File: config.mk
export PLATFORM = sky130hd
export DESIGN_NAME = iccm_port_arbiter
export DESIGN_NICKNAME = d
export VERILOG_FILES = /design/src/rtl/iccm_port_arbiter.sv
export SDC_FILE = /design/constraint.sdc
export NUM_CORES = 1
export LEC_CHECK = 0
export BUFFER_PORTS_ARGS = -buffer_cell sky130_fd_sc_hd__clkbuf_2
export CORE_ASPECT_RATIO = 0.5
export CORE_UTILIZATION = 25
export CTS_CLUSTER_SIZE = 8
export DETAILED_ROUTE_END_ITERATION = 7
export PLACE_DENSITY_LB_ADDON = 0.1
export SLEW_MARGIN = 20
export SYNTH_ARGS = -nofsm -noshare
export SYNTH_HDL_FRONTEND = slang
export SYNTH_SLANG_ARGS = --single-unit
File: constraint.sdc
create_clock -name clk_i -period 3.6 [get_ports clk_i]
set_input_delay 0.18 -clock clk_i [delete_from_list [all_inputs] [get_ports clk_i]]
set_output_delay 0.18 -clock clk_i [all_outputs]
set_load 0.005 [all_outputs]
File: src/rtl/iccm_port_arbiter.sv
// Shares the single ICCM SRAM port between instruction fetch and the UART boot programmer.
// Latency: fetch requests reach the SRAM combinationally; programmer writes issue one or more cycles after p_we_i.
// Backpressure: fetch stalls via f_gnt_o; the programmer has none, so a write that meets a full buffer is dropped.
module iccm_fifo #(
    parameter int W     = 8,
    parameter int Depth = 2
) (
    input  logic                       clk_i,
    input  logic                       rst_ni,
    input  logic                       push_vld,
    output logic                       push_rdy,
    input  logic [W-1:0]               push_dat,
    output logic                       pop_vld,
    input  logic                       pop_rdy,
    output logic [W-1:0]               pop_dat,
    output logic [$clog2(Depth+1)-1:0] cnt
);
    localparam int PW = $clog2(Depth);
    localparam int CW = $clog2(Depth + 1);

    logic [W-1:0]  mem [Depth];
    logic [PW-1:0] wr_ptr, rd_ptr;
    logic          push, pop;

    assign pop_vld  = (cnt != '0);
    assign pop      = pop_vld & pop_rdy;
    // a full buffer still accepts when the head leaves in the same cycle
    assign push_rdy = (cnt != CW'(Depth)) | pop_rdy;
    assign push     = push_vld & push_rdy;
    assign pop_dat  = mem[rd_ptr];

    always_ff @(posedge clk_i or negedge rst_ni) begin
        if (!rst_ni) begin
            wr_ptr <= '0;
            rd_ptr <= '0;
            cnt    <= '0;
        end else begin
            if (push) wr_ptr <= wr_ptr + 1'b1;
            if (pop)  rd_ptr <= rd_ptr + 1'b1;
            cnt <= cnt + CW'(push) - CW'(pop);
        end
    end

    always_ff @(posedge clk_i) begin
        if (push) mem[wr_ptr] <= push_dat;
    end
endmodule

module iccm_port_arbiter #(
    parameter int Aw          = 12,
    parameter int Dw          = 32,
    parameter int MaxOutstand = 2,
    parameter int WrFifoDepth = 2,
    parameter int HoldCycles  = 4
) (
    input  logic          clk_i,
    input  logic          rst_ni,
    input  logic          f_req_i,
    output logic          f_gnt_o,
    input  logic          f_we_i,
    input  logic [Aw-1:0] f_addr_i,
    input  logic [Dw-1:0] f_wdata_i,
    input  logic [Dw-1:0] f_wmask_i,
    output logic [Dw-1:0] f_rdata_o,
    output logic          f_rvalid_o,
    input  logic          p_active_i,
    input  logic          p_we_i,
    input  logic [Aw-1:0] p_addr_i,
    input  logic [Dw-1:0] p_wdata_i,
    output logic          m_req_o,
    output logic          m_we_o,
    output logic [Aw-1:0] m_addr_o,
    output logic [Dw-1:0] m_wdata_o,
    output logic [Dw-1:0] m_wmask_o,
    input  logic [Dw-1:0] m_rdata_i,
    input  logic          m_rvalid_i,
    output logic          core_hold_o,
    output logic          p_ovf_o
);
    localparam int OW = $clog2(MaxOutstand + 1);
    localparam int CW = $clog2(WrFifoDepth + 1);
    localparam int HW = (HoldCycles > 0) ? $clog2(HoldCycles + 1) : 1;

    typedef enum logic [2:0] {S_FETCH, S_DRAIN, S_PROG, S_FLUSH, S_RELEASE} state_e;
    typedef struct packed {
        logic [Aw-1:0] addr;
        logic [Dw-1:0] data;
    } wr_t;

    state_e        state_q, state_d;
    logic [OW-1:0] outst_q, outst_d;
    logic [HW-1:0] hold_q, hold_d;
    logic          ovf_q;

    wr_t           wr_in, wr_head;
    logic [CW-1:0] fifo_cnt;
    logic          fifo_push_rdy, fifo_pop_vld, fifo_push, fifo_pop, fifo_drained, pop_en;
    logic          f_gnt, rd_acc, hold;
    logic          m_req, m_we;
    logic [Aw-1:0] m_addr;
    logic [Dw-1:0] m_wdata, m_wmask;

    assign wr_in = '{addr: p_addr_i, data: p_wdata_i};

    iccm_fifo #(.W($bits(wr_t)), .Depth(WrFifoDepth)) u_wr_fifo (
        .clk_i    (clk_i),
        .rst_ni   (rst_ni),
        .push_vld (p_we_i),
        .push_rdy (fifo_push_rdy),
        .push_dat (wr_in),
        .pop_vld  (fifo_pop_vld),
        .pop_rdy  (pop_en),
        .pop_dat  (wr_head),
        .cnt      (fifo_cnt)
    );

    assign pop_en       = (state_q == S_PROG) || (state_q == S_FLUSH);
    assign fifo_push    = p_we_i & fifo_push_rdy;
    assign fifo_pop     = fifo_pop_vld & pop_en;
    // buffer will be empty after this cycle's pop
    assign fifo_drained = ~fifo_push & (fifo_cnt == CW'(fifo_pop));

    assign f_gnt  = (state_q == S_FETCH) & ~p_active_i & (outst_q < OW'(MaxOutstand));
    assign rd_acc = f_req_i & f_gnt & ~f_we_i;

    always_comb begin
        outst_d = outst_q;
        if (rd_acc && !m_rvalid_i && outst_q != OW'(MaxOutstand)) outst_d = outst_q + 1'b1;
        else if (m_rvalid_i && !rd_acc && outst_q != '0)          outst_d = outst_q - 1'b1;
    end

    always_comb begin
        state_d = state_q;
        hold_d  = hold_q;
        hold    = 1'b1;
        m_req   = 1'b0;
        m_we    = 1'b0;
        m_addr  = '0;
        m_wdata = '0;
        m_wmask = '0;
        case (state_q)
            S_FETCH: begin
                hold = p_active_i;
                if (f_req_i && f_gnt) begin
                    m_req   = 1'b1;
                    m_we    = f_we_i;
                    m_addr  = f_addr_i;
                    m_wdata = f_wdata_i;
                    m_wmask = f_wmask_i;
                end
                if (p_active_i) state_d = (outst_d == '0) ? S_PROG : S_DRAIN;
            end
            S_DRAIN: begin
                if (outst_d == '0) state_d = S_PROG;
            end
            S_PROG, S_FLUSH: begin
                if (fifo_pop_vld) begin
                    m_req   = 1'b1;
                    m_we    = 1'b1;
                    m_addr  = wr_head.addr;
                    m_wdata = wr_head.data;
                    m_wmask = '1;
                end
                if (p_active_i) begin
                    state_d = S_PROG;
                end else if (fifo_drained) begin
                    state_d = S_RELEASE;
                    hold_d  = HW'(HoldCycles);
                end else begin
                    state_d = S_FLUSH;
                end
            end
            S_RELEASE: begin
                if (hold_q != '0) hold_d = hold_q - 1'b1;
                if (p_active_i)               state_d = S_PROG;
                else if (hold_q <= HW'(1))    state_d = S_FETCH;
            end
            default: state_d = S_FETCH;
        endcase
    end

    always_ff @(posedge clk_i or negedge rst_ni) begin
        if (!rst_ni) begin
            state_q <= S_FETCH;
            outst_q <= '0;
            hold_q  <= '0;
            ovf_q   <= 1'b0;
        end else begin
            state_q <= state_d;
            outst_q <= outst_d;
            hold_q  <= hold_d;
            if (p_we_i && !fifo_push_rdy) ovf_q <= 1'b1;
        end
    end

    // outputs are forced low for as long as reset is asserted, not just from the next edge
    assign f_gnt_o     = rst_ni & f_gnt;
    assign f_rdata_o   = {Dw{rst_ni}} & m_rdata_i;
    assign f_rvalid_o  = rst_ni & m_rvalid_i;
    assign m_req_o     = rst_ni & m_req;
    assign m_we_o      = rst_ni & m_we;
    assign m_addr_o    = {Aw{rst_ni}} & m_addr;
    assign m_wdata_o   = {Dw{rst_ni}} & m_wdata;
    assign m_wmask_o   = {Dw{rst_ni}} & m_wmask;
    assign core_hold_o = rst_ni & hold;
    assign p_ovf_o     = rst_ni & ovf_q;
endmodule

==> results of run 1 <==
[worst reg2reg max path, cell delays in order, from the launching register on]
cell and delay (ns):
dfrtp_1 0.44, nand2b_1 0.28, nor2_4 0.28, ha_1 0.18, nor3b_1 0.36, or3b_2 0.53
nand3_1 0.10, o21ai_0 0.08
[worst max path at each step]
stage	endpoint	slack, ns	cells past startpoint
3_3_place_gp	m_wdata_o[26]	1.20	6
6_report	m_wdata_o[7]	0.82	6
2_1_floorplan	u_wr_fifo.mem[0][0]	0.49	4
5_1_grt	m_wdata_o[14]	0.62	6
4_1_cts	m_wdata_o[26]	0.79	6
3_5_place_dp	m_wdata_o[26]	1.17	6
[placed cells by master, fill, tap and decap left out, types with 4 or more instances in the layout]
cell type,instances
xnor2_1,4
nand3_1,5
dfrtp_1,12
clkbuf_2,272
a21oi_1,5
buf_4,9
a22oi_1,44
nor2_1,113
o21ai_0,5
clkbuf_16,9
and2_1,35
edfxtp_1,88
ha_1,7
nand2_1,4
inv_6,5
inv_1,9
mux2_2,44
[registers in the layout, summed over array words and instances, names as in the netlist]
name	flops
u_wr_fifo.mem	88
hold_q	3
state_q	3
outst_q	2
u_wr_fifo.cnt	2
ovf_q	1
u_wr_fifo.rd_ptr	1
u_wr_fifo.wr_ptr	1
[stage by stage]
stage	hold slack [ns]	total power, uW
global route	0.00338	5210
finish	0.0261	4810
global placement	0.114	3970
floorplan	-0.116	3210
detailed placement	0.105	3990
CTS	0.00903	4930
[final cells by class]
type                    count  share of cell area (%)
well taps                 266                    4.75
inverters                   9                   0.482
clock buffers              10                    3.27
clock inverters             6                   0.732
repair buffers            282                    20.5
flip-flops and latches    101                    42.4
multi-input cells         297                    27.9
[metal layers]
layer	wire length, um	vias to the layer above
met3	879	6
met5	0	-
li1	-	2087
met1	5680	2011
met4	123	0
met2	7830	133
[report_power, final]
part | leakage [uW] | internal, uW | switching [uW]
Sequential | 0.000974 | 1620 | 137
Clock | 0.000135 | 482 | 431
Combinational | 0.00199 | 931 | 1200
Total | 0.00310 | 3030 | 1770
[cell families (layout without fill, tap and decap cells)]
| group | Yosys count | in the layout |
|---|---|---|
| simple gates | 178 | 178 |
| flops | 101 | 101 |
| compound gates | 61 | 61 |
| mux | 46 | 46 |
| buf+inv | 39 | 307 |
| fa+ha+maj | 7 | 7 |
| xor+xnor | 5 | 5 |
[repair_timing]
item                                   CTS  global route
setup buffers                            0             0
hold buffers                             1             0
endpoints found under the hold margin   11             0
==> results.json, run 1 <==
{
  "post-route-drc-count": 0,
  "crit_family": "simple AND/OR/NAND/NOR gates",
  "grt_max_degree": 73,
  "synth_cell_types": 37,
  "rows": 36,
  "dp_cells": 954,
  "crit_chain": "or4_4, nor3b_2, buf_4, a22oi_1, nor2_1, clkbuf_2",
  "areaGrowthSynthToFinish_pct": 37.5,
  "synth_flop_cell": "edfxtp_1",
  "num-fill-cells": 2075,
  "synth_xor_area_share_pct": 0.860,
  "gp_congestion": 0.753,
  "cts_resized": 0,
  "synth_compound_area_share_pct": 8.62,
  "syn_area_per_cell_um2": 11.7,
  "num_vias": 4237,
  "clock_latency_ns": 0.34,
  "syn_area_um2": 5090,
  "endpoint_kind": "output port",
  "first_pass_iters": 4,
  "startpoint_type": "flip-flop",
  "max_slew.worst_pin.slew_ns": 0.753,
  "hold_start": "p_wdata_i[15]",
  "synth_fa_ha_area_share_pct": 1.72,
  "cts_max_level": 3,
  "num-nets-final": 866,
  "use_met2_pct": 25.5,
  "slew_viol_final": 0,
  "fin_crit_sh_pct": 77.1,
  "critPathMaxStageDelay_ns": 0.60,
  "post_drt_wl_per_cell_um": 15.0,
  "cts_tree": "built",
  "hold_viol_final": 0,
  "grt_pass1_wl_mm": 21.0,
  "layout-drive-gt1-share_pct": 49.8,
  "ys_seq_area_share_pct": 58.3,
  "min_path_cells": 1,
  "async_reset_ff_share_pct": 12.9,
  "min_path_type": "in2reg",
  "min_period_ns": 2.78,
  "clock_tree.buffer_depth": 2,
  "fp.dieArea_um2": 21000,
  "synthSimpleGateAreaFrac_pct": 16.6,
  "clk_pin_slew_worst_paths_ns": 0.08,
  "setup_tns_ns": 0,
  "synthCells": 437,
  "synth.most_common_cell": "nor2_1",
  "power_density_nw_per_um2": 686,
  "worst_path_max_delay_cell": "or4_4",
  "setup_violations": 0,
  "synth_edf_count": 88,
  "cts_root_buf": "clkbuf_16",
  "rrSetupSlack_ns": 1.22,
  "start_util_pct": 25.8,
  "detail_route.iter0.violations": 158,
  "cts.sinks": 101,
  "run_status": "finished, final reports clean",
  "seqCellArea_um2": 2970,
  "timing.rr.start": "state_q[2]",
  "final_cell_area_um2": 7010,
  "placed_cell_area_um2": 6720,
  "relSlewSlack_pct": 49.8,
  "startpoint": "state_q[2]",
  "critPathRequiredTime_ns": 3.42,
  "r2r_end": "hold_q[0]",
  "critPathMaxFanout": 44,
  "synth_top_family_by_area": "simple AND/OR/NAND/NOR gates",
  "maxCapViolCount": 0,
  "synth-seq-cells": 101,
  "leakage_uw": 0.00310,
  "antenna_found_initial": 0,
  "crit_buf_inv": 2,
  "skew_ns": 0.0101,
  "synthTopCellsByArea": "edfxtp_1 (52%), mux2_2 (9.7%), nor2_1 (8.5%)",
  "busiest_layer": "met2",
  "met3_usage_pct": 3.57,
  "vdd_drop_max_mv": 0.309,
  "synth_top_cell_by_area": "edfxtp_1",
  "max_freq_ghz": 0.360,
  "antenna_cells": 0,
  "fin_cells": 971,
  "dp.final_hpwl_mm": 10.8,
  "synth.net_count": 603,
  "timing.final.ws_setup_ns": 0.824,
  "port-buffer-count": 272,
  "antenna_left": 0,
  "drt_wl_total_mm": 14.5,
  "grt_use_met1_pct": 14.6,
  "synth_common_cells": "nor2_1 (115), edfxtp_1 (88), a22oi_1 (44), mux2_2 (44), and2_1 (35)",
  "arrival_ns": 2.60,
  "die_y_um": 103,
  "dp_slack_ns": 1.17,
  "utilization_pct": 35.5,
  "worst-r2r-cell-count": 7,
  "overflow": 0,
  "ios": 273,
  "synth_mux_area_share_pct": 10.1,
  "viasPerCell": 4.36,
  "track_usage_pct": 13.2,
  "die_w_um": 204,
  "crit_type": "reg2out",
  "yosysWarnings": 0,
  "whs_endpoint": "u_wr_fifo.mem[1][15]",
  "rsz0062_at_grt": "false",
  "numCtsBuffers": 9,
  "multi_input_area_um2": 1950,
  "synth_top_area_share_pct": 51.9,
  "core_region_area_um2": 19700,
  "grt_pass1_vias": 3839
}
Power figures use the tool's default switching activity.
==> run 2: changes to the inputs <==
Clock period 3.6 ns to 2.65 ns, I/O delays scaled along.
==> results.json, run 2 (synthesis results as in run 1) <==
{
  "overflow": 0,
  "min_period_ns": 2.49,
  "pwr-share-seq_pct": 36.1,
  "final_cell_area_um2": 7540,
  "fin_crit_sh_pct": 94.0,
  "setup_violations": 0,
  "viasPerCell": 4.35,
  "grt_pass1_wl_mm": 20.4,
  "max_freq_ghz": 0.402,
  "critPathMaxFanout": 34,
  "utilization_pct": 38.2,
  "die_w_um": 204,
  "port-buffer-count": 272,
  "clock_latency_ns": 0.34,
  "fp.dieArea_um2": 21000,
  "slew_viol_final": 0,
  "first_pass_iters": 4,
  "run_status": "finished, final reports clean",
  "post-route-drc-count": 0,
  "relSlewSlack_pct": 63.1,
  "power_density_nw_per_um2": 896,
  "gp_congestion": 0.721,
  "detail_route.iter0.violations": 177,
  "cts_max_level": 3,
  "track_usage_pct": 12.6,
  "crit_type": "reg2out",
  "power_switching_uw": 2440,
  "grt_max_degree": 80,
  "dp.final_hpwl_mm": 10.5,
  "min_path_type": "in2reg",
  "power_uw": 6760,
  "final_common_cell": "clkbuf_2",
  "arrival_ns": 2.36,
  "cts_root_buf": "clkbuf_16",
  "cts.sinks": 101,
  "drt_wl_total_mm": 14.3,
  "post_drt_wl_per_cell_um": 14.1,
  "switching_share_pct": 36.1,
  "final_cell_mix": "clkbuf_2 (272), nor2_1 (113), edfxtp_1 (88)",
  "regMostFlops": "u_wr_fifo.mem",
  "maxCapViolCount": 0,
  "antenna_left": 0,
  "start_util_pct": 25.8,
  "leakage_uw": 0.00332,
  "clk_pin_slew_worst_paths_ns": 0.07,
  "die_y_um": 103,
  "placed_cell_area_um2": 6770,
  "ios": 273,
  "num_vias": 4424,
  "rows": 36,
  "antenna_found_initial": 0,
  "combPwrFrac_pct": 44.3,
  "core_region_area_um2": 19700,
  "num-nets-final": 913,
  "largest_reg_flops": 88,
  "critPathRequiredTime_ns": 2.52,
  "cts_tree": "built",
  "reg_top3": "u_wr_fifo.mem: 88 flops, hold_q: 3 flops, state_q: 3 flops",
  "antenna_cells": 0,
  "startpoint_type": "flip-flop",
  "grt_pass1_vias": 3860,
  "setup_tns_ns": 0,
  "p_int_uw": 4320,
  "max_slew.worst_pin.slew_ns": 0.554,
  "skew_ns": 0.0144,
  "numCtsBuffers": 9,
  "areaGrowthSynthToFinish_pct": 48.0,
  "rsz0062_at_grt": "false",
  "layout-drive-gt1-share_pct": 47.1,
  "hold_viol_final": 0,
  "vdd_drop_max_mv": 0.547,
  "clock_tree.buffer_depth": 2,
  "clkPwrFrac_pct": 19.6,
  "endpoint_kind": "output port"
}
-- run 2: critical path: stages, from the launching register on --
cell	delay, ns
dfrtp_1	0.47
or4_4	0.61
nor3b_4	0.18
buf_4	0.17
o21ai_2	0.05
buf_4	0.25
nor2_1	0.16
clkbuf_2	0.13
-- run 2: final timing paths --
kind | from | to | slack, ns | depth (start not counted)
max | state_q[1] | m_wmask_o[27] | 0.16 | 7
min | p_active_i | state_q[2] | 0.07 | 2
max reg2reg | state_q[2] | hold_q[1] | 0.40 | 7
min reg2reg | ovf_q | ovf_q | 0.47 | 1
max in group asynchronous | rst_ni | outst_q[1] | 1.85 | 3
min in group asynchronous | rst_ni | state_q[0] | 0.22 | 2
-- run 2: layout make-up --
| class | count | area, um2 |
|---|---|---|
| multi-input cells | 297 | 1960 |
| repair buffers | 329 | 1950 |
| clock buffers | 10 | 229 |
| well taps | 266 | 333 |
| fillers | 1991 | 12200 |
| inverters | 9 | 33.8 |
| flip-flops and latches | 101 | 2970 |
| clock inverters | 6 | 71.3 |
-- run 2: per-layer routing --
| metal | wire length, um | global-route usage [%] |
|---|---|---|
| met1 | 5990 | 15.1 |
| met2 | 7550 | 23.8 |
| met3 | 701 | 2.75 |
| met4 | 74 | 2.26 |
| met5 | 0 | 0 |
-- run 2: timing repair --
action                     in CTS  in global routing
resized for setup               2                  2
buffers inserted                0                  1
hold buffers                   45                  0
hold endpoints to repair       95                  0
setup endpoints to repair      56                 48
pin swaps                       0                  1
-- run 2: per-stage QoR --
stage / setup WS (ns) / hold slack (ns) / std cells
6_report: 0.160 / 0.0723 / 1018
5_1_grt: 0.0432 / 0.0859 / 1018
4_1_cts: 0.0593 / 0.0614 / 1017
3_5_place_dp: 0.334 / 0.0253 / 956
3_3_place_gp: 0.343 / 0.0265 / 956
2_1_floorplan: 0.187 / -0.163 / 437
-- run 2: power by group through the flow --
stage	registers [uW]	logic [uW]	clock network (uW)
CTS	2440	3060	1370
global route	2490	3390	1430
global placement	2460	2980	0
floorplan	2360	2000	0
finish	2440	3000	1320
detailed placement	2470	2990	0
==> run 3: changes to the inputs <==
Clock period 2.65 ns to 2.3 ns, I/O delays scaled along.
==> results.json, run 3 (synthesis results as in run 1) <==
{
  "run_status": "finished, violations left",
  "violations": "setup timing",
  "endpoint_kind": "output port",
  "drt_wl_total_mm": 14.8,
  "critPathMostFrequentCell": "buf_12",
  "grt_pass1_wl_mm": 21.4,
  "clk_pin_slew_worst_paths_ns": 0.07,
  "max_freq_ghz": 0.420,
  "arrival_ns": 2.26,
  "num_vias": 4421,
  "final_cell_area_um2": 7690,
  "maxCapViolCount": 0,
  "setup_violations": 74,
  "fin_hold_ws_ns": 0.0633,
  "skew_ns": 0.00736,
  "dp.final_hpwl_mm": 10.7,
  "critPathRequiredTime_ns": 2.18,
  "antenna_left": 0,
  "relSlewSlack_pct": 65.8,
  "core_region_area_um2": 19700,
  "leakage_uw": 0.00340,
  "rrSetupSlack_ns": 0.20,
  "grt_max_degree": 80,
  "dp_slack_ns": 0.106,
  "vdd_drop_max_mv": 0.636,
  "detail_route.iter0.violations": 191,
  "post_drt_wl_per_cell_um": 14.4,
  "min_path_type": "in2reg",
  "viasPerCell": 4.30,
  "track_usage_pct": 13.4,
  "start_util_pct": 25.8,
  "cts_max_level": 3,
  "cts.sinks": 101,
  "die_y_um": 103,
  "min_period_ns": 2.38,
  "ios": 273,
  "port-buffer-count": 272,
  "final_common_cell": "clkbuf_2",
  "critPathMaxFanout": 34,
  "max_slew.worst_pin.slew_ns": 0.514,
  "timing.final.ws_setup_ns": -0.0791,
  "numCtsBuffers": 9,
  "regMostFlops": "u_wr_fifo.mem",
  "die_w_um": 204,
  "power_density_nw_per_um2": 1020,
  "hold_viol_final": 0,
  "clock_latency_ns": 0.34,
  "rows": 36,
  "num-nets-final": 925,
  "crit_type": "reg2out",
  "worst_path_max_delay_cell": "or4_4",
  "post-route-drc-count": 0,
  "startpoint_type": "flip-flop",
  "slew_viol_final": 0,
  "cts_tree": "built",
  "overflow": 0,
  "layout-drive-gt1-share_pct": 49.0,
  "fin_crit_sh_pct": 103,
  "clock_tree.buffer_depth": 2,
  "rsz0062_at_grt": "true",
  "final_cell_mix": "clkbuf_2 (264), nor2_1 (109), edfxtp_1 (88)",
  "placed_cell_area_um2": 6850,
  "antenna_found_initial": 0,
  "crit_chain": "or4_4, nor3b_4, buf_12, o21ai_2, buf_12, nor2_1, clkbuf_2",
  "gp_congestion": 0.704,
  "largest_reg_flops": 88,
  "first_pass_iters": 4,
  "antenna_cells": 0,
  "grt_pass1_vias": 3972,
  "cts_root_buf": "clkbuf_16",
  "fp.dieArea_um2": 21000,
  "areaGrowthSynthToFinish_pct": 51.0,
  "reg_top3": "u_wr_fifo.mem: 88 flops, hold_q: 3 flops, state_q: 3 flops",
  "critPathMaxStageDelay_ns": 0.55
}
-- run 3: cell types whose count changed in the layout (fill, tap and decap cells not counted), sizes merged --
cell	delta
inv	+1
clkbuf	-8
clkinvlp	-1
bufinv	-1
buf	+19
clkinv	+1
-- run 3: what timing repair did --
| action | 4_1_cts | 5_1_grt |
|---|---|---|
| gates resized for setup | 8 | 17 |
| buffers inserted | 5 | 3 |
| gates cloned | 1 | 1 |
| pin swaps | 2 | 5 |
| hold buffers | 45 | 0 |
| hold endpoints to repair | 101 | 0 |
| endpoints found under the setup margin | 78 | 77 |
-- run 3: worst max-delay path, delay by kind of cell, from the launching register on --
kind                   cells  cell delay (ns)
buffers and inverters      3             0.47
AO/OA/AOI/OAI              1             0.07
flip-flops                 1             0.41
AND/OR/NAND/NOR            3             0.96
-- run 3: worst paths after layout --
check,startpoint,end,depth (start not counted)
worst min-delay path,p_active_i,state_q[2],2
min in group asynchronous,rst_ni,u_wr_fifo.rd_ptr,2
worst min register to register,ovf_q,ovf_q,1
worst max-delay path,state_q[1],m_wmask_o[10],7
max in group asynchronous,rst_ni,state_q[1],3
worst max register to register,state_q[2],hold_q[1],8
-- run 3: layout make-up --
class | count | area (um2)
Fill cell | 2020 | 12000
Sequential cell | 101 | 2970
Timing Repair Buffer | 341 | 2100
Multi-Input combinational cell | 297 | 1980
Tap cell | 266 | 333
Clock buffer | 9 | 225
Clock inverter | 6 | 47.5
Inverter | 9 | 33.8
-- run 3: where the power goes --
group          internal (uW)  switching (uW)
sequential              2540             204
combinational           1740            1990
clock                    740             670
-- run 3: per-stage QoR --
| step | std cells | TNS (ns) | util (%) | total power (uW) |
|---|---|---|---|---|
| 3_3_place_gp | 960 | 0 | 34.7 | 6420 |
| 2_1_floorplan | 437 | 0 | - | 5030 |
| 3_5_place_dp | 960 | 0 | 34.7 | 6410 |
| 5_1_grt | 1029 | -12.53 | 39.0 | 8540 |
| 6_report | 1029 | -4.09 | 39.0 | 7880 |
| 4_1_cts | 1026 | -4.12 | 38.8 | 8000 |
-- run 3: routing by layer --
layer,global-route usage (%),vias to the layer above,share of wire [%]
met2,24.9,119,52
met3,3.07,10,4.9
met5,0,-,0
met4,2.89,0,0.95
met1,15.9,2088,43
li1,-,2204,-
